===== config.mk =====
export PLATFORM = sky130hd
export DESIGN_NAME = multicycle_main_fsm
export DESIGN_NICKNAME = d
export VERILOG_FILES = /design/src/rtl/multicycle_main_fsm_pkg.sv /design/src/rtl/multicycle_main_fsm_imm_src_decoder.sv /design/src/rtl/multicycle_main_fsm.sv
export SDC_FILE = /design/constraint.sdc
export NUM_CORES = 1
export LEC_CHECK = 0
export ABC_AREA = 1
export CAP_MARGIN = 10
export CORE_MARGIN = 4
export CORE_UTILIZATION = 35
export DETAILED_ROUTE_END_ITERATION = 16
export HOLD_SLACK_MARGIN = 0.06
export PLACE_DENSITY = 0.69
export SYNTH_ARGS = -nofsm -noshare
export SYNTH_HDL_FRONTEND = slang
export SYNTH_SLANG_ARGS = --single-unit
export TNS_END_PERCENT = 30

===== constraint.sdc =====
create_clock -name clk_i -period 1.6 [get_ports clk_i]
set_clock_uncertainty 0.1 [all_clocks]
set_input_delay 0.16 -clock clk_i [delete_from_list [all_inputs] [get_ports clk_i]]
set_output_delay 0.16 -clock clk_i [all_outputs]
set_load 0.03 [all_outputs]

===== src/rtl/multicycle_main_fsm_pkg.sv =====
// Shared control definitions for the multicycle RISC-V control path:
// immediate formats, opcode values, main FSM states and datapath mux
// select / ALU operation encodings.
package multicycle_main_fsm_pkg;

    typedef enum logic [2:0] {
        IMM_I = 3'd0,
        IMM_S = 3'd1,
        IMM_B = 3'd2,
        IMM_J = 3'd3,
        IMM_U = 3'd4
    } imm_src_t;

    localparam logic [6:0] OP_LOAD   = 7'b0000011;
    localparam logic [6:0] OP_STORE  = 7'b0100011;
    localparam logic [6:0] OP_R      = 7'b0110011;
    localparam logic [6:0] OP_I      = 7'b0010011;
    localparam logic [6:0] OP_BRANCH = 7'b1100011;
    localparam logic [6:0] OP_JAL    = 7'b1101111;
    localparam logic [6:0] OP_JALR   = 7'b1100111;
    localparam logic [6:0] OP_LUI    = 7'b0110111;
    localparam logic [6:0] OP_AUIPC  = 7'b0010111;

    typedef enum logic [3:0] {
        S_FETCH,
        S_DECODE,
        S_MEMADR,
        S_MEMREAD,
        S_MEMWB,
        S_MEMWRITE,
        S_EXECR,
        S_EXECI,
        S_ALUWB,
        S_BEQ,
        S_JAL,
        S_JALR,
        S_JALR_LINK,
        S_LUI,
        S_TRAP
    } state_t;

    // result mux
    localparam logic [1:0] RES_ALUOUT = 2'b00;
    localparam logic [1:0] RES_DATA   = 2'b01;
    localparam logic [1:0] RES_ALU    = 2'b10;

    // ALU source A mux
    localparam logic [1:0] SRCA_PC    = 2'b00;
    localparam logic [1:0] SRCA_OLDPC = 2'b01;
    localparam logic [1:0] SRCA_A     = 2'b10;

    // ALU source B mux
    localparam logic [1:0] SRCB_WDATA = 2'b00;
    localparam logic [1:0] SRCB_IMM   = 2'b01;
    localparam logic [1:0] SRCB_FOUR  = 2'b10;

    // ALU operation class (resolved further by the external ALU decoder)
    localparam logic [1:0] ALU_ADD   = 2'b00;
    localparam logic [1:0] ALU_SUB   = 2'b01;
    localparam logic [1:0] ALU_FUNCT = 2'b10;
    localparam logic [1:0] ALU_PASSB = 2'b11;

endpackage


===== src/rtl/multicycle_main_fsm_imm_src_decoder.sv =====
// Immediate format decoder: maps the IR opcode field to the immediate
// extension format. Purely combinational.
//   op_i       - opcode field of IR
//   imm_src_o  - immediate format for the extender
module imm_src_decoder
    import multicycle_main_fsm_pkg::*;
(
    input  logic [6:0] op_i,
    output imm_src_t   imm_src_o
);

    always_comb begin
        imm_src_o = IMM_I;
        case (op_i)
            OP_STORE:          imm_src_o = IMM_S;
            OP_BRANCH:         imm_src_o = IMM_B;
            OP_JAL:            imm_src_o = IMM_J;
            OP_LUI, OP_AUIPC:  imm_src_o = IMM_U;
            default:           imm_src_o = IMM_I;
        endcase
    end

endmodule


===== src/rtl/multicycle_main_fsm.sv =====
// Main control FSM of the multicycle RISC-V core. Sequences each
// instruction through fetch/decode/execute/memory/writeback and drives the
// shared-bus datapath selects and enables (Moore outputs).
//   clk_i, rst_i         - clock, synchronous active-high reset
//   op_i                 - opcode field of IR
//   mem_ready_i          - memory completes the current access this cycle
//   mem_req_o/adr_src_o  - memory request and address source
//   ir_write_o, pc_update_o, branch_o, mem_write_o, reg_write_o - enables
//   result_src_o, alu_src_a_o, alu_src_b_o, alu_op_o - datapath selects
//   imm_src_o            - immediate format (combinational from op_i)
//   retire_o             - pulse in the final cycle of each instruction
//   illegal_o            - sticky illegal-opcode trap flag
module multicycle_main_fsm
    import multicycle_main_fsm_pkg::*;
#(
    parameter bit EN_JALR       = 1'b1,
    parameter bit EN_AUIPC      = 1'b1,
    parameter bit MEM_HANDSHAKE = 1'b1
) (
    input  logic       clk_i,
    input  logic       rst_i,
    input  logic [6:0] op_i,
    input  logic       mem_ready_i,
    output logic       mem_req_o,
    output logic       adr_src_o,
    output logic       ir_write_o,
    output logic       pc_update_o,
    output logic       branch_o,
    output logic       mem_write_o,
    output logic       reg_write_o,
    output logic [1:0] result_src_o,
    output logic [1:0] alu_src_a_o,
    output logic [1:0] alu_src_b_o,
    output logic [1:0] alu_op_o,
    output imm_src_t   imm_src_o,
    output logic       retire_o,
    output logic       illegal_o
);

    state_t state, state_next;
    logic   ready;

    assign ready = MEM_HANDSHAKE ? mem_ready_i : 1'b1;

    imm_src_decoder u_imm_src_decoder (
        .op_i      (op_i),
        .imm_src_o (imm_src_o)
    );

    always_ff @(posedge clk_i) begin
        if (rst_i) state <= S_FETCH;
        else       state <= state_next;
    end

    // The whole decode sits under !rst_i so every output reads 0 while reset
    // is held, regardless of the (possibly mid-instruction) current state.
    always_comb begin
        state_next   = state;
        mem_req_o    = 1'b0;
        adr_src_o    = 1'b0;
        ir_write_o   = 1'b0;
        pc_update_o  = 1'b0;
        branch_o     = 1'b0;
        mem_write_o  = 1'b0;
        reg_write_o  = 1'b0;
        result_src_o = RES_ALUOUT;
        alu_src_a_o  = SRCA_PC;
        alu_src_b_o  = SRCB_WDATA;
        alu_op_o     = ALU_ADD;
        retire_o     = 1'b0;
        illegal_o    = 1'b0;
        if (!rst_i) begin
            case (state)
                S_FETCH: begin
                    mem_req_o    = 1'b1;
                    ir_write_o   = ready;
                    pc_update_o  = ready;
                    alu_src_b_o  = SRCB_FOUR;
                    result_src_o = RES_ALU;
                    if (ready) state_next = S_DECODE;
                end
                S_DECODE: begin
                    alu_src_a_o = SRCA_OLDPC;
                    alu_src_b_o = SRCB_IMM;
                    case (op_i)
                        OP_LOAD, OP_STORE: state_next = S_MEMADR;
                        OP_R:              state_next = S_EXECR;
                        OP_I:              state_next = S_EXECI;
                        OP_BRANCH:         state_next = S_BEQ;
                        OP_JAL:            state_next = S_JAL;
                        OP_JALR:           state_next = EN_JALR ? S_JALR : S_TRAP;
                        OP_LUI:            state_next = S_LUI;
                        // OldPC+imm computed here is already the auipc result
                        OP_AUIPC:          state_next = EN_AUIPC ? S_ALUWB : S_TRAP;
                        default:           state_next = S_TRAP;
                    endcase
                end
                S_MEMADR: begin
                    alu_src_a_o = SRCA_A;
                    alu_src_b_o = SRCB_IMM;
                    state_next  = (op_i == OP_LOAD) ? S_MEMREAD : S_MEMWRITE;
                end
                S_MEMREAD: begin
                    mem_req_o = 1'b1;
                    adr_src_o = 1'b1;
                    if (ready) state_next = S_MEMWB;
                end
                S_MEMWB: begin
                    result_src_o = RES_DATA;
                    reg_write_o  = 1'b1;
                    retire_o     = 1'b1;
                    state_next   = S_FETCH;
                end
                S_MEMWRITE: begin
                    mem_req_o   = 1'b1;
                    adr_src_o   = 1'b1;
                    mem_write_o = ready;
                    retire_o    = ready;
                    if (ready) state_next = S_FETCH;
                end
                S_EXECR: begin
                    alu_src_a_o = SRCA_A;
                    alu_src_b_o = SRCB_WDATA;
                    alu_op_o    = ALU_FUNCT;
                    state_next  = S_ALUWB;
                end
                S_EXECI: begin
                    alu_src_a_o = SRCA_A;
                    alu_src_b_o = SRCB_IMM;
                    alu_op_o    = ALU_FUNCT;
                    state_next  = S_ALUWB;
                end
                S_LUI: begin
                    alu_src_b_o = SRCB_IMM;
                    alu_op_o    = ALU_PASSB;
                    state_next  = S_ALUWB;
                end
                S_ALUWB: begin
                    result_src_o = RES_ALUOUT;
                    reg_write_o  = 1'b1;
                    retire_o     = 1'b1;
                    state_next   = S_FETCH;
                end
                S_BEQ: begin
                    alu_src_a_o  = SRCA_A;
                    alu_src_b_o  = SRCB_WDATA;
                    alu_op_o     = ALU_SUB;
                    result_src_o = RES_ALUOUT;
                    branch_o     = 1'b1;
                    retire_o     = 1'b1;
                    state_next   = S_FETCH;
                end
                S_JAL, S_JALR_LINK: begin
                    alu_src_a_o  = SRCA_OLDPC;
                    alu_src_b_o  = SRCB_FOUR;
                    result_src_o = RES_ALUOUT;
                    pc_update_o  = 1'b1;
                    state_next   = S_ALUWB;
                end
                S_JALR: begin
                    alu_src_a_o = SRCA_A;
                    alu_src_b_o = SRCB_IMM;
                    state_next  = S_JALR_LINK;
                end
                S_TRAP: begin
                    illegal_o  = 1'b1;
                    state_next = S_TRAP;
                end
                default: state_next = S_FETCH;
            endcase
        end
    end

endmodule


# Word-level counts from Yosys, hierarchy flattened

Cells that the tools add are included.

Register bits after elaboration: 4
Input bits: 10
Output and inout bits: 20
Word-level logic and storage cells: 75

Equality and inequality tests: 26
Muxes and demuxes: 33
Reduce and logical (&&, ||, !) cells: 15

Operators by type and width:

| operator                                                        | count |
|---|---|
| 4-bit case mux with 8 select lines                              | 2 |
| 4-bit == test, second input constant                            | 7 |
| 7-bit by 6-bit == test with 1-bit output, second input constant | 3 |
| 7-bit == test, second input constant                            | 3 |
| 4-bit by 3-bit == test with 1-bit output, second input constant | 4 |
| 1-bit two-way mux                                               | 16 |
| 5-bit OR reduction                                              | 3 |
| 7-bit by 5-bit == test with 1-bit output, second input constant | 2 |
| 4-bit two-way mux                                               | 3 |
| 2-bit case mux with 2 select lines                              | 3 |
| 3-bit case mux with 4 select lines                              | 1 |
| 2-bit OR reduction                                              | 6 |
| 3-bit OR reduction                                              | 4 |
| 4-bit by 2-bit == test with 1-bit output, second input constant | 2 |
| 2-bit two-way mux                                               | 4 |
| 7-bit by 2-bit == test with 1-bit output, second input constant | 1 |
| 2-bit inequality test, second input constant                    | 3 |
| 2-bit case mux with 3 select lines                              | 1 |
| 4-bit by 1-bit == test with 1-bit output, second input constant | 1 |
| 4-bit zero test                                                 | 1 |
| 1-bit case mux with 2 select lines                              | 2 |
| 3-bit two-way mux                                               | 1 |
| 3-bit AND reduction                                             | 1 |

# Longest topological paths before layout

Gate-level depths: netlist of the first run.

Depth after elaboration: 4
Gate-level depth with buffers: 11
Gate-level depth less buffers: 11

# By module

A second synthesis of the first run with hierarchy kept.

Cells, all modules: 154
Area, all modules: 734.5 um2

Modules (own cells, without submodules):

| module              | times used | cells each | area an instance (um2) | sequential area each (um2) |
|---|---|---|---|---|
| multicycle_main_fsm | 1          | 135        | 655.6                  | 80.1 |
| imm_src_decoder     | 1          | 19         | 78.8                   | 0.0 |

# Worst setup path after synthesis of the first run

Ideal clock, no wire load.

Path type: reg2out
Start: register state[0]
End: output alu_src_a_o[0]
Arrival: 1.546 ns
Required time: 1.340 ns
Setup slack: -0.206 ns
Cell stages (with the launch flop): 7
Path buffers: 0
Cell sequence: dfxtp_1 > inv_1 > nor2_2 > inv_1 > nor2_4 > inv_1 > o21ai_0

Word-level cells in the longest chain between the ends: 4
Elaborated cells between the ends (all ways): 12
Those cells by class: eq/ne (8); mux (2); reduce/logical (2)

Ends and longest elaborated chain:

| element                                                                   | RTL line                  | source |
|---|---|---|
| start: declaration                                                        | multicycle_main_fsm.sv:40 | `state_t state, state_next;` |
| start signal: assignment                                                  | multicycle_main_fsm.sv:52 | `else state <= state_next;` |
| 4-bit == test (tied with other cells)                                     | multicycle_main_fsm.sv:73 | `case (state)` |
| 5-bit OR reduction (no line) / 3-bit OR reduction (equally long branches) | --                        |  |
| 2-bit case mux with 2 select lines (*)                                    | multicycle_main_fsm.sv:73 |  |
| 2-bit two-way mux (*)                                                     | multicycle_main_fsm.sv:72 | `if (!rst_i) begin` |
| end: declaration                                                          | multicycle_main_fsm.sv:32 | `output logic [1:0] alu_src_a_o,` |

Mark *: on every way between the ends. The rest lies on a longest branch, timed or not.

# Final worst setup path of the first run

Same ends and word-level chain as after synthesis.

==> metrics.md, run 1 <==
| Metric | Value |
|---|---|
| Status | `finished with violations` |
| Failing checks | `negative setup slack` |
| Unrepaired setup endpoints after global routing | `yes` |
| Critical R2R Capture | `state[2]` |
| Most frequent cells in the layout | `40 x nand2_1, 36 x buf_4, 16 x inv_1` |
| RD Place Congestion | `0.850` |
| Max-cap check violation count | `0` |
| Measured slew at the worst slew-check pin | `roughly 0.3 ns` |
| Initial antenna violation count | `0` |
| Detailed Route Iter0 Violations | `19` |
| Synth warn | `0` |
| Peak fanout along the critical path | `7` |
| Multi-input gate area | `around 540 um2` |
| Root Driver | `clkbuf_4` |
| Static Leak | `about 0.63 nW` |
| Core area | `~1700 um2` |
| Cell area after layout | `around 1200 um2` |
| Clk slew on worst S/H paths | `roughly 0.04 ns` |
| Count of final hold-check violations | `0` |
| Final Slew Violations | `0` |
| Tmin final | `roughly 1.6 ns` |
| Setup violations, final | `4` |
| Clk Latency, worst-skew pair | `roughly 0.24 ns` |
| Die Ht | `between 50 and 60 um` |
| Post-synthesis cell area | `between 600 and 700 um2` |
| Chip width | `about 50 um` |
| Reg2reg start | `state[2]` |
| Vias | `roughly 940` |
| Mean post-synth cell area | `~5 um2` |
| Die ar. | `~2600 um2` |
| Final WL | `2000 um` |
| Row cnt | `15` |
| Final setup margin | `-0.0254 ns` |
| CTS tree | `done` |
| Worst hold start | `op_i[3]` |
| Max-slew headroom | `0.800` |
| CTS Sinks | `4` |
| VDD IR max | `approximately 0.83 mV` |
| First-pass GRT wire length | `~3200 um` |
| Hold WC Path Type | `primary input to flop` |
| Count of cell types in the netlist | `18` |
| Routed vias/inst | `4.57` |
| Layout area overhead | `77.6%` |
| Routed len/inst | `9.77 um` |
| H-tree levels | `1` |
| Synthesized flop and latch total | `4` |
| Antenna Nets Post-Route | `0` |
| Vias in the first global route | `807` |
| Critical path required time | `about 1.3 ns` |
| Largest net degree at the start of global routing | `10` |
| Area after DPL | `about 1000 um2` |
| Cts hold-fix bufs | `0` |
| Beginning of the critical path | `state[0]` |
| Num CTS Buffers | `3` |
| Hold depth | `6` |
| Initial Util | `0.375` |
| Layout cells sized above 1 | `0.394` |
| Tcrit/Tclk final | `1.02` |
| Top Registers | `state (4)` |
| Critical path class | `flop to output pin` |
| Detailed Place HPWL | `between 1500 and 2000 um` |
| Post-synthesis sequential area ratio | `0.122` |
| Io pins | `30` |
| Total Routing Usage GR | `0.158` |
| Hold endpoint | `state[0]` |
| Pwr dens | `1280 nW/um2` |
| Cells after Synth | `131` |
| Remaining DRCs | `0` |
| Max clock buf depth | `2` |
| Startpoint Class | `flop` |
| FILL cells | `about 170` |
| Final cell count without fillers | `roughly 200` |
| PortBufs | `29` |
| Crit path DAT | `about 1.4 ns` |
| # placed instances | `slightly below 200` |
| First-pass DRT Iterations | `4` |
| Max reg flops | `4` |
| Pre-CTS setup slack | `-0.209 ns` |
| Fmax | `615 MHz` |
| Nets | `approximately 190` |
| GR Overflow Total | `0` |
| Flop-to-flop setup slack | `about 0.03 ns` |
| Antenna cells | `0` |
| Largest Register | `state` |
| Post-Syn Nets | `between 100 and 150` |
| Final Util | `0.666` |
| Register area | `around 95 um2` |
| Crit path capture type | `output pin` |
| Commonest non-fill, non-tap cell in the layout | `nand2_1` |
| R2R depth | `11` |
## area by class of cell
cell class | instances | area share
inverters | 22 | 0.0754
clock buffers | 3 | 0.0194
repair buffers | 47 | 0.332
multi-input cells | 104 | 0.465
well taps | 25 | 0.0269
flip-flops and latches | 4 | 0.0818
## worst max-delay path by stage
stage	endpoint	cells past startpoint	slack, ns
CTS	alu_src_a_o[0]	7	-0.03
floorplan	result_src_o[0]	3	-0.17
finish	alu_src_a_o[0]	7	-0.03
global route	alu_src_a_o[1]	7	-0.15
global placement	state[2]	10	-0.24
detailed placement	state[2]	10	-0.21
## synth_stat cells
cell | n | share of area
nand2_1 | 45 | 0.26
inv_1 | 20 | 0.11
nor2_1 | 17 | 0.098
nand3_1 | 10 | 0.076
a21oi_1 | 8 | 0.061
nor2_2 | 5 | 0.048
nor3_1 | 5 | 0.038
o21ai_0 | 5 | 0.038
dfxtp_1 | 4 | 0.12
nor2_4 | 4 | 0.069
a31oi_1 | 1 | 0.0096
clkbuf_1 | 1 | 0.0057
clkinv_2 | 1 | 0.0076
inv_2 | 1 | 0.0057
nand4_1 | 1 | 0.0096
nor3_2 | 1 | 0.015
nor4_1 | 1 | 0.0096
o21ai_2 | 1 | 0.013
## cell families after synthesis
group / after synthesis / synth area share
buf+inv: 23 / 0.134
flops: 4 / 0.122
compound gates: 15 / 0.122
simple gates: 89 / 0.621
## critical path, cell delays in order, from the launching register on
cell     delay, ns
dfxtp_4       0.40
inv_2         0.06
nor2_4        0.14
inv_2         0.07
nor2_4        0.10
inv_1         0.07
o21ai_1       0.11
buf_4         0.17
## repair_timing
action	4_1_cts	5_1_grt
pin swaps	1	1
endpoints found under the setup margin	15	16
endpoints found under the hold margin	0	0
gates resized for setup	21	12
buffers inserted	2	1
## power breakdown
| part | internal (mW) | switching [mW] |
|---|---|---|
| sequential | 0.154 | 0.0887 |
| clock | 0.0840 | 0.0435 |
| combinational | 0.441 | 0.672 |
| total | 0.679 | 0.804 |
## per-layer routing
metal,global-route usage,vias to the layer above,part of all wire
met5,0,-,0
met4,0.0655,0,0.010
met3,0.0175,2,0.040
met2,0.245,19,0.45
met1,0.220,400,0.50
li1,-,516,-
## metrics by stage
step           total power, mW  hold slack, ns  TNS (ns)
6_report                  1.48           0.423   -0.0556
5_1_grt                   1.60           0.466     -1.15
4_1_cts                   1.45           0.433    -0.106
3_5_place_dp              1.19           0.446    -0.416
3_3_place_gp              1.19           0.441    -0.454
2_1_floorplan            0.872           0.229    -0.363
Note: power is estimated with default switching activity, not from simulation.
==> run 2, diff against run 1 <==
--- a/config.mk
+++ b/config.mk
@@ -7,6 +7,7 @@
 export LEC_CHECK = 0
 export ABC_AREA = 1
 export CAP_MARGIN = 10
+export CORE_ASPECT_RATIO = 0.9
 export CORE_MARGIN = 4
 export CORE_UTILIZATION = 35
 export DETAILED_ROUTE_END_ITERATION = 16
==> run 2 against run 1 <==
The flow still finishes with violations (negative setup slack). Sequential share of layout area fell by 0.82 points. Maximum frequency fell by 1.0%. Hold slack got worse by 0.015 ns. Clock power fell by 3%. Global-route usage rose by 3.6 points. Routed wire length rose by 19%. Total power rose by 9.9%. Die area barely moved. Sequential cell count did not move. Via count rose by 8.4%. Highest routed layer unchanged.
==> metrics.md, run 2 (synthesis gave the netlist of run 1 again) <==
| Metric | Value |
|---|---|
| Tcrit/Tclk final | `1.03 (+0.0104)` |
| Worst hold start | `op_i[2]` |
| Largest Register | `state` |
| Die ar. | `2630 um2 (about the same)` |
| Layout area overhead | `97.3%` |
| Detailed Route Iter0 Violations | `22 (+3)` |
| Setup violations, final | `6 (+2)` |
| Area after DPL | `1060 um2 (+2.1%)` |
| Unrepaired setup endpoints after global routing | `yes` |
| Startpoint Class | `flop` |
| Max-cap check violation count | `0 (unchanged)` |
| Cell area after layout | `1290 um2 (+11%)` |
| Root Driver | `clkbuf_4` |
| Tot Pwr | `1.63 mW (+9.9%)` |
| Clk Latency, worst-skew pair | `0.24 ns (about the same)` |
| Flop-to-flop setup slack | `0.04 ns (about the same)` |
| VDD IR max | `0.884 mV (+6.1%)` |
| Count of final hold-check violations | `0 (unchanged)` |
| Chip width | `53.6 um (+4.6%)` |
| Routed len/inst | `11.2 um (+15%)` |
| Final WL | `2370 um (+19%)` |
| Antenna Nets Post-Route | `0 (unchanged)` |
| Tmin final | `1.64 ns (+0.0166 ns)` |
| Layout cells sized above 1 | `0.484 (+0.0896)` |
| Commonest non-fill, non-tap cell in the layout | `buf_4` |
| Hold endpoint | `state[0]` |
| Num CTS Buffers | `3 (unchanged)` |
| Crit path DAT | `1.38 ns (about the same)` |
| Final setup margin | `-0.0420 ns (-0.0166 ns)` |
| Clk slew on worst S/H paths | `0.03 ns (about the same)` |
| Nets | `200 (+4.2%)` |
| First-pass GRT wire length | `3950 um (+22%)` |
| Core area | `1720 um2 (-1.6%)` |
| Total Routing Usage GR | `0.194 (+0.0358)` |
| Critical path required time | `1.34 ns (about the same)` |
| Crit path capture type | `output pin` |
| Die Ht | `49.0 um (-4.3%)` |
| Critical path class | `flop to output pin` |
| Pre-CTS setup slack | `-0.212 ns (-0.00255 ns)` |
| CTS Sinks | `4 (unchanged)` |
| Fmax | `609 MHz (-1.0%)` |
| Peak fanout along the critical path | `5 (-2)` |
| Hold WC Path Type | `primary input to flop` |
| Pwr dens | `1260 nW/um2 (-1.1%)` |
| CTS tree | `done` |
| Initial Util | `0.381 (+0.00629)` |
| Most frequent cells in the layout | `40 x buf_4, 39 x nand2_1, 12 x inv_1` |
| Max reg flops | `4 (unchanged)` |
| Vias in the first global route | `935 (+16%)` |
| Top Registers | `state (4)` |
| Max-slew headroom | `0.802 (+0.00244)` |
| Remaining DRCs | `0 (unchanged)` |
| R2R depth | `13 (+2)` |
| Static Leak | `0.704 nW (+12%)` |
| H-tree levels | `1 (unchanged)` |
| Critical R2R Capture | `state[2]` |
| PortBufs | `29 (unchanged)` |
| Detailed Place HPWL | `1740 um (+5.5%)` |
| Antenna cells | `0 (unchanged)` |
| First-pass DRT Iterations | `4 (unchanged)` |
| GR Overflow Total | `0 (unchanged)` |
| RD Place Congestion | `0.807 (-5.1%)` |
| Hold depth | `6 (unchanged)` |
| # placed instances | `201 (+1.0%)` |
| Reg2reg start | `state[1]` |
| Vias | `1016 (+8.4%)` |
| Failing checks | `negative setup slack` |
| Measured slew at the worst slew-check pin | `0.293 ns (-0.00447 ns)` |
| Max clock buf depth | `2 (unchanged)` |
| Io pins | `30 (unchanged)` |
| Row cnt | `14 (-1)` |
| Largest net degree at the start of global routing | `10 (unchanged)` |
| Routed vias/inst | `4.79 (+4.9%)` |
| Final Slew Violations | `0 (unchanged)` |
| Setup TNS | `-0.150 ns (-0.0949 ns)` |
| Initial antenna violation count | `0 (unchanged)` |
| Cts hold-fix bufs | `0 (unchanged)` |
| Final cell count without fillers | `212 (+3.4%)` |
| Status | `finished with violations` |
==> run 2: cell types whose count changed in the layout (fill, tap and decap cells not counted), sizes merged <==
cell and delta:
buf +8, clkdlybuf4s50 -3, dlymetal6s2s +3
==> run 2: timing repair <==
action                                  in CTS  in global routing
gates resized for setup                     28                 28
cloned                                       0                  0
pin swaps                                    4                  6
buffers inserted                             7                  1
endpoints found under the setup margin      15                 20
==> run 2: power breakdown <==
part	switching, mW	internal, mW	leakage [nW]	total (mW)
clock	0.0406	0.0838	0.0138	0.124
combinational	0.747	0.508	0.654	1.26
sequential	0.0964	0.154	0.0356	0.251
==> run 2: metal layers <==
metal,vias to the layer above,GRT usage,part of all wire
met5,-,0,0
met4,0,0.0596,0.015
met3,8,0.0367,0.035
met2,24,0.306,0.49
met1,452,0.260,0.46
li1,532,-,-
==> run 2: worst max path at each step <==
stage / start / endpoint / depth (start not counted)
after global placement: op_i[1] / state[2] / 10
after global routing: state[0] / retire_o / 6
after CTS: state[0] / retire_o / 6
final: state[2] / mem_req_o / 7
after floorplan: state[0] / result_src_o[0] / 3
after detailed placement: op_i[0] / state[2] / 10
==> run 2: critical path, stage by stage (launching register included) <==
cell	delay, ns
dfxtp_4	0.39
inv_2	0.06
nor2_4	0.14
nand2_1	0.13
nand2_2	0.09
nor2_2	0.05
nor2_1	0.11
buf_4	0.17
==> run 2: through the flow <==
stage	utilization	hold WS, ns
final	0.752	0.408
after global routing	0.752	0.455
after CTS	0.700	0.440
after detailed placement	0.615	0.454
after global placement	0.615	0.443
after floorplan	-	0.229
==> run 2: cell type report <==
type	instances	area [um2]
Multi-Input combinational cell	104	586
Timing Repair Buffer	55	468
Fill cell	145	425
Sequential cell	4	95.1
Inverter	22	90.1
Tap cell	24	30.0
Clock buffer	3	22.5
